## src/rtl/simd_div_arbiter.sv

```systemverilog
// simd_div_arbiter: round-robin sharing of one serial SIMD divider.
// The owner holds the divider from operand issue until its result returns.
package simd_div_pkg;
  typedef enum logic [2:0] {
    VDIVU = 3'd0,
    VDIV  = 3'd1,
    VREMU = 3'd2,
    VREM  = 3'd3
  } ara_op_e;

  typedef enum logic [1:0] {
    EW8  = 2'd0,
    EW16 = 2'd1,
    EW32 = 2'd2,
    EW64 = 2'd3
  } vew_e;
endpackage

module simd_div_arbiter
  import simd_div_pkg::*;
#(
  parameter int unsigned NrReq = 4,
  parameter int unsigned DataWidth = 64,
  localparam int unsigned StrbWidth = DataWidth / 8,
  localparam int unsigned IdxWidth = $clog2(NrReq)
) (
  input  logic                                clk_i,
  input  logic                                rst_i,
  input  logic [NrReq-1:0]                    req_valid_i,
  output logic [NrReq-1:0]                    req_ready_o,
  input  logic [NrReq-1:0][DataWidth-1:0]     req_opa_i,
  input  logic [NrReq-1:0][DataWidth-1:0]     req_opb_i,
  input  ara_op_e [NrReq-1:0]                 req_op_i,
  input  vew_e [NrReq-1:0]                    req_vew_i,
  input  logic [NrReq-1:0][StrbWidth-1:0]     req_be_i,
  input  logic [NrReq-1:0][StrbWidth-1:0]     req_mask_i,
  output logic [NrReq-1:0]                    res_valid_o,
  input  logic [NrReq-1:0]                    res_ready_i,
  output logic [DataWidth-1:0]                res_result_o,
  output logic [StrbWidth-1:0]                res_mask_o,
  output logic                                div_valid_o,
  input  logic                                div_ready_i,
  output logic [DataWidth-1:0]                div_opa_o,
  output logic [DataWidth-1:0]                div_opb_o,
  output ara_op_e                             div_op_o,
  output vew_e                                div_vew_o,
  output logic [StrbWidth-1:0]                div_be_o,
  output logic [StrbWidth-1:0]                div_mask_o,
  input  logic                                div_valid_i,
  output logic                                div_ready_o,
  input  logic [DataWidth-1:0]                div_result_i,
  input  logic [StrbWidth-1:0]                div_mask_i,
  output logic                                busy_o,
  output logic [IdxWidth-1:0]                 owner_o
);

  typedef enum logic [1:0] {
    IDLE  = 2'd0,
    ISSUE = 2'd1,
    WAIT  = 2'd2
  } state_e;

  state_e              state_q, state_d;
  logic [IdxWidth-1:0] owner_q, owner_d;
  logic [IdxWidth-1:0] rr_q, rr_d;
  logic [IdxWidth-1:0] pick;
  logic                pick_vld;
  int unsigned         idx;

  // first valid requester at or after rr_q, wrapping
  always_comb begin
    pick     = '0;
    pick_vld = 1'b0;
    idx      = 0;
    for (int unsigned i = 0; i < NrReq; i++) begin
      idx = 32'(rr_q) + i;
      if (idx >= NrReq) idx = idx - NrReq;
      if (!pick_vld && req_valid_i[IdxWidth'(idx)]) begin
        pick_vld = 1'b1;
        pick     = IdxWidth'(idx);
      end
    end
  end

  // next state, owner muxing and handshake steering
  always_comb begin
    state_d      = state_q;
    owner_d      = owner_q;
    rr_d         = rr_q;
    req_ready_o  = '0;
    res_valid_o  = '0;
    res_result_o = '0;
    res_mask_o   = '0;
    div_valid_o  = 1'b0;
    div_ready_o  = 1'b0;
    div_opa_o    = '0;
    div_opb_o    = '0;
    div_op_o     = VDIVU;
    div_vew_o    = EW8;
    div_be_o     = '0;
    div_mask_o   = '0;
    unique case (state_q)
      IDLE: begin
        if (pick_vld) begin
          owner_d = pick;
          state_d = ISSUE;
        end
      end
      ISSUE: begin
        div_valid_o = 1'b1;
        div_opa_o   = req_opa_i[owner_q];
        div_opb_o   = req_opb_i[owner_q];
        div_op_o    = req_op_i[owner_q];
        div_vew_o   = req_vew_i[owner_q];
        div_be_o    = req_be_i[owner_q];
        div_mask_o  = req_mask_i[owner_q];
        if (div_ready_i) begin
          req_ready_o[owner_q] = 1'b1;
          state_d = WAIT;
        end
      end
      WAIT: begin
        res_valid_o[owner_q] = div_valid_i;
        div_ready_o  = res_ready_i[owner_q];
        res_result_o = div_result_i;
        res_mask_o   = div_mask_i;
        if (div_valid_i && res_ready_i[owner_q]) begin
          if (owner_q == IdxWidth'(NrReq - 1)) rr_d = '0;
          else rr_d = owner_q + 1'b1;
          state_d = IDLE;
        end
      end
      default: state_d = IDLE;
    endcase
  end

  // state, owner and round-robin pointer registers
  always_ff @(posedge clk_i or posedge rst_i) begin
    if (rst_i) begin
      state_q <= IDLE;
      owner_q <= '0;
      rr_q    <= '0;
    end else begin
      state_q <= state_d;
      owner_q <= owner_d;
      rr_q    <= rr_d;
    end
  end

  assign busy_o  = (state_q != IDLE);
  assign owner_o = busy_o ? owner_q : '0;

endmodule

```

## config.mk

```make
export PLATFORM = sky130hd
export DESIGN_NAME = simd_div_arbiter
export DESIGN_NICKNAME = d
export VERILOG_FILES = /design/src/rtl/simd_div_arbiter.sv
export SDC_FILE = /design/constraint.sdc
export NUM_CORES = 1
export LEC_CHECK = 0
export ABC_AREA = 1
export CAP_MARGIN = 25
export CORE_AREA = 2 2 355 357
export CTS_CLUSTER_DIAMETER = 50
export DETAILED_ROUTE_END_ITERATION = 6
export DIE_AREA = 0 0 357 359
export PLACE_DENSITY_LB_ADDON = 0.2
export SLEW_MARGIN = 20
export SYNTH_ARGS = -nofsm -noshare
export SYNTH_HDL_FRONTEND = slang
export SYNTH_SLANG_ARGS = --single-unit
```

## constraint.sdc

```tcl
create_clock -name clk_i -period 2.5 [get_ports clk_i]
set_input_delay 0.75 -clock clk_i [delete_from_list [all_inputs] [get_ports clk_i]]
set_output_delay 0.75 -clock clk_i [all_outputs]
set_load 0.05 [all_outputs]
```

==> flow_summary.toml, run 1 <==
[timing]
layout_min_cycle_time_ns = 2.77
clock_skew_ns = 0.00182
drv_slew = 0
setup_viol = 158
post-route-period-util_pct = 111
rsz0062_at_grt = "yes"
timing.final.hold_violations = 0
holdWs_ns = 0.720
timing.fmax_mhz = 361
relSlewSlack_pct = 67.1
worst_pin_slew_ns = 0.493
setup_ws_ns = -0.274
tns_ns = -25.58

[placement]
place_ws_ns = -0.666
dp_hpwl_mm = 71.8
portBuffers = 913
routabilityCongestion = 0.853

[yosys]
syn_nets = 2125
yosysSeqAreaShare_pct = 2.40
yosys.area.top_type_share_pct = 41.1
ys_top_cells_by_count = "686 x nor2_1, 303 x o21ai_0, 151 x a21oi_1, 90 x inv_1, 65 x clkbuf_1"
syn_area_per_cell_um2 = 4.35
ys_types = 20
synthSimpleGateAreaFrac_pct = 45.8
synth_compound_area_share_pct = 36.5
netlist_instances = 1441
synthesis.area_um2 = 6270
synth_fa_ha_area_share_pct = 0.799
synthMuxAreaShare_pct = 0
synth_seq_cells = 6
synth_warnings = 0
synth-main-ff-cell = "dfrtp_1"
synth_top_area_cell = "nor2_1"
synth-xor-area-share_pct = 0
synth_top_family_by_area = "simple AND/OR/NAND/NOR gates"
synth_most_common_cell = "nor2_1"
synth-edff-count = 0
async_flop_share_pct = 100
ys_top_cells_by_area = "nor2_1 41%, o21ai_0 24%, a21oi_1 12%"

[clock_network]
cts.sink_count = 6
cts-htree-levels = 1
cts_hold_buffers = 0
cts_root_buf = "clkbuf_16"
tritoncts = "yes"
clk_pin_slew_ns = 0.04
clockBufferDepth = 2
clock_latency_ns = 0.23
cts-buffers-inserted = 3

[critical_path]
cp_data_required_time_ns = 1.75
crit_type = "reg2out"
crit_path_end_kind = "output pin"
arrival_ns = 2.02
path_max_fanout = 7
worstSetupStartpointType = "register"
worst-r2r-cell-count = 11
setup.reg_to_reg.worst_slack_ns = 0.42

[die]
die_h_um = 359
die_w_um = 357
pin_count = 914
rows = 130
fp.dieArea_um2 = 128000
initial_core_util_pct = 5.03
core_um2 = 125000

[detailed_routing]
route.detailed.drc = 0
ant_nets = 0
drt_wl_total_mm = 92.4
drtPass1Iterations = 5
drt_iter0_markers = 565
dr_total_vias = 13800
avgViaCountPerCell = 3.31
routedWlPerCell_um = 22.1

[finish]
synthToLayoutAreaGrowth_pct = 302
fill_cells = 14000
drive_gt1_share_pct = 36.8
utilization_pct = 20.2
nets = 3204

[grt]
gr-total-overflow = 0
grt_pass1_vias = 13500
grt_first_pass_wirelength_mm = 110
grt_usage_pct = 12.2
antenna_found_initial = 33
grt_max_degree = 63

[run_status]
status = "finished, violations left"
violations = "negative setup slack"

[flow_run]
cap_viol_max_count = 0

[power]
total_power_mw = 31.7
p_per_area_nw_per_um2 = 1260
p_leak_nw = 9.75
ir_drop_uv = 623

[worst_hold_path]
min_path_type = "reg2reg"
hold_path_depth = 2
==> final timing paths <==
check                           startpoint       endpoint
worst max-delay path            owner_q[1]  div_opa_o[34]
worst min-delay path               rr_q[1]        rr_q[1]
worst max register to register  owner_q[0]        rr_q[0]
worst min register to register     rr_q[1]        rr_q[1]
max in group asynchronous            rst_i     owner_q[0]
min in group asynchronous            rst_i     owner_q[1]
==> final cells by class <==
cell class	count	area, um^2	share of cell area, %
diodes	12	30.0	0.119
repair buffers	1199	15400	61.2
flip-flops and latches	6	158	0.626
inverters	95	410	1.63
repair inverters	1	8.76	0.0348
multi-input cells	1214	7030	27.9
well taps	1650	2060	8.19
clock buffers	4	78.8	0.313
==> registers in the layout, indices dropped and copies added (netlist names) <==
register and count:
owner_q 2, rr_q 2, state_q 2
==> logic make-up (layout without fill, tap and decap cells) <==
| group | count (synthesis) | count (layout) |
|---|---|---|
| AO/OA/AOI/OAI | 456 | 456 |
| adder cells (fa/ha/maj) | 4 | 4 |
| buffers and inverters | 221 | 1299 |
| flip-flops | 6 | 6 |
| other | 0 | 12 |
| AND/OR/NAND/NOR | 754 | 754 |
==> through the flow <==
| step | area, um^2 | instances |
|---|---|---|
| after CTS | 22300 | 4095 |
| final | 25200 | 4181 |
| after global placement | 21500 | 4069 |
| after detailed placement | 21500 | 4069 |
| after floorplan | 6670 | 1441 |
| after global routing | 25200 | 4179 |
==> where the power goes <==
group | switching [mW] | leakage, nW | internal [mW]
Combinational | 17.0 | 9.65 | 14.2
Sequential | 0.113 | 0.0701 | 0.154
Clock | 0.0588 | 0.0382 | 0.212
==> worst max-delay path, stage by stage (launching register included) <==
cell and delay, ns:
dfrtp_4 0.56, buf_12 0.18, buf_16 0.16, buf_12 0.14, buf_8 0.12, nor2_1 0.09, o21ai_0 0.11, a21oi_1 0.24
buf_12 0.18
==> cell usage in the layout, fill, tap and decap left out, types with 45 or more instances in the layout <==
cell	instances
buf_12	277
o21ai_2	60
o21ai_1	127
buf_4	126
a21oi_2	114
nor2_1	506
inv_1	88
nor2_2	109
o21ai_0	110
buf_6	45
nor2_4	72
clkdlybuf4s50_1	648
nand2_1	50
==> layer usage <==
layer  share of wire, %  GRT usage [%]  up-vias  routed length, um
li1                   -              -     6799                  -
met1                 40           14.1     6415              36800
met2                 52           22.7      537              47800
met3                6.7           3.10       66               6200
met4                1.6           2.03        6               1490
met5              0.040              0        -                 37
==> what timing repair did <==
item                       4_1_cts  5_1_grt
gates resized for setup        187      596
setup buffers                   26       48
cloned                           0       38
setup endpoints to repair      158      158
pin swaps                       62      177
Note: power is estimated with default switching activity, not from simulation.
==> inputs of run 2 (changes only) <==
- PLACE_DENSITY: unset -> 0.3
- PLACE_DENSITY_LB_ADDON: 0.2 -> unset
==> run 2 against run 1 <==
  * The flow still finishes with violations (negative setup slack)
  * Count of clock-buffer cells in the layout unchanged
  * Largest cell class unchanged
  * Critical path depth increased by 1
  * Design area rose by 0.15%
  * Worst hold slack got worse by 0.025 ns
==> flow_summary.toml, run 2 (synthesis gave the netlist of run 1 again) <==
[run_status]
status = "finished, violations left"
violations = "negative setup slack"

[timing]
rsz0062_at_grt = "yes"
holdWs_ns = 0.696
setup_ws_ns = -0.226
tns_ns = -20.03
relSlewSlack_pct = 68.4
post-route-period-util_pct = 109
timing.fmax_mhz = 367
setup_viol = 156
drv_slew = 0
worst_pin_slew_ns = 0.475
timing.final.hold_violations = 0
layout_min_cycle_time_ns = 2.73
clock_skew_ns = 0.00325

[power]
p_leak_nw = 9.78
total_power_mw = 31.4
p_per_area_nw_per_um2 = 1240
ir_drop_uv = 473

[finish]
nets = 3163
top_regs = "owner_q x2, rr_q x2, state_q x2"
final_cell_mix = "621 x clkdlybuf4s50_1, 610 x nor2_1, 274 x buf_12"
synthToLayoutAreaGrowth_pct = 303
layout_commonest_cell = "clkdlybuf4s50_1"
fin_cells = 4133
drive_gt1_share_pct = 36.4

[clock_network]
cts_root_buf = "clkbuf_16"
clockBufferDepth = 2
cts.sink_count = 6
cts_hold_buffers = 0
clock_latency_ns = 0.23
cts-htree-levels = 1
clk_pin_slew_ns = 0.04
cts-buffers-inserted = 3
tritoncts = "yes"

[die]
fp.dieArea_um2 = 128000
initial_core_util_pct = 5.03
core_um2 = 125000
die_w_um = 357
pin_count = 914
die_h_um = 359
rows = 130

[grt]
grt_max_degree = 62
grt_pass1_vias = 13900
antenna_found_initial = 34
grt_usage_pct = 12.9
gr-total-overflow = 0
grt_first_pass_wirelength_mm = 117

[critical_path]
critPathMaxStageDelay_ns = 0.52
path_max_fanout = 8
crit_type = "reg2out"
cp_data_required_time_ns = 1.75
arrival_ns = 1.98
path_cells = "buf_12 -> clkinv_16 -> buf_16 -> buf_12 -> buf_12 -> o21ai_2 -> a21oi_2 -> buf_6 -> buf_12"
crit_path_end_kind = "output pin"
slowest_stage = "dfrtp_4"
worstSetupStartpointType = "register"
crit_top_cell = "buf_12"

[worst_hold_path]
min_path_type = "reg2reg"

[detailed_routing]
drt_wl_total_mm = 90.2
ant_nets = 0
routedWlPerCell_um = 21.8
drtPass1Iterations = 5
dr_total_vias = 13700
avgViaCountPerCell = 3.30
route.detailed.drc = 0
drt_iter0_markers = 546

[placement]
place_inst = 4044
portBuffers = 913
routabilityCongestion = 0.852
dp_hpwl_mm = 73.4

[flow_run]
cap_viol_max_count = 0
## run 2: per-stage QoR
stage          utilization, %  setup WS [ns]  cell area (um^2)
3_3_place_gp             17.1          -1.18             21400
2_1_floorplan               -         -0.266              6670
5_1_grt                  20.3         -0.309             25200
6_report                 20.3         -0.226             25200
3_5_place_dp             17.1         -0.757             21400
4_1_cts                  19.0         -0.296             23700
## run 2: path summary, 6_finish.rpt
kind | from | endpoint | slack, ns | cells past startpoint
min in group asynchronous | rst_i | owner_q[1] | 0.78 | 2
setup reg to reg | owner_q[0] | rr_q[0] | 0.35 | 13
max in group asynchronous | rst_i | owner_q[0] | 1.47 | 2
hold / removal | state_q[0] | owner_q[0] | 0.70 | 4
hold reg to reg | state_q[0] | owner_q[0] | 0.70 | 4
setup / recovery | owner_q[0] | div_be_o[0] | -0.23 | 9
## run 2: power by group
part	total (mW)	internal [mW]	switching, mW
logic	30.8	14.0	16.8
registers	0.272	0.155	0.118
clock network	0.269	0.212	0.0575
total	31.4	14.4	17.0
## run 2: cell type report
class / count / area [um^2]
well taps: 1650 / 2060
diodes: 5 / 12.5
fillers: 14100 / 99400
clock buffers: 4 / 78.8
multi-input cells: 1214 / 7390
flip-flops and latches: 6 / 158
inverters: 95 / 408
repair buffers: 1159 / 15100
## run 2: routing by layer
| metal | track usage, % | vias to the layer above | routed length (um) |
|---|---|---|---|
| met5 | 0 | - | 91 |
| met4 | 0.313 | 16 | 450 |
| met3 | 3.52 | 60 | 6950 |
| met2 | 23.9 | 496 | 46100 |
| met1 | 15.5 | 6375 | 36700 |
| li1 | - | 6709 | - |
## run 2: critical path: cells and delay by family, from the launching register on
kind                   cells  cell delay [ns]
buffers and inverters      7             0.98
AO/OA/AOI/OAI              2             0.22
flip-flops                 1             0.52
## run 2: timing repair
action	4_1_cts	5_1_grt
cloned	17	13
pin swaps	182	147
setup endpoints to repair	160	222
resized for setup	535	370
buffers inserted	36	31
hold endpoints to repair	0	0
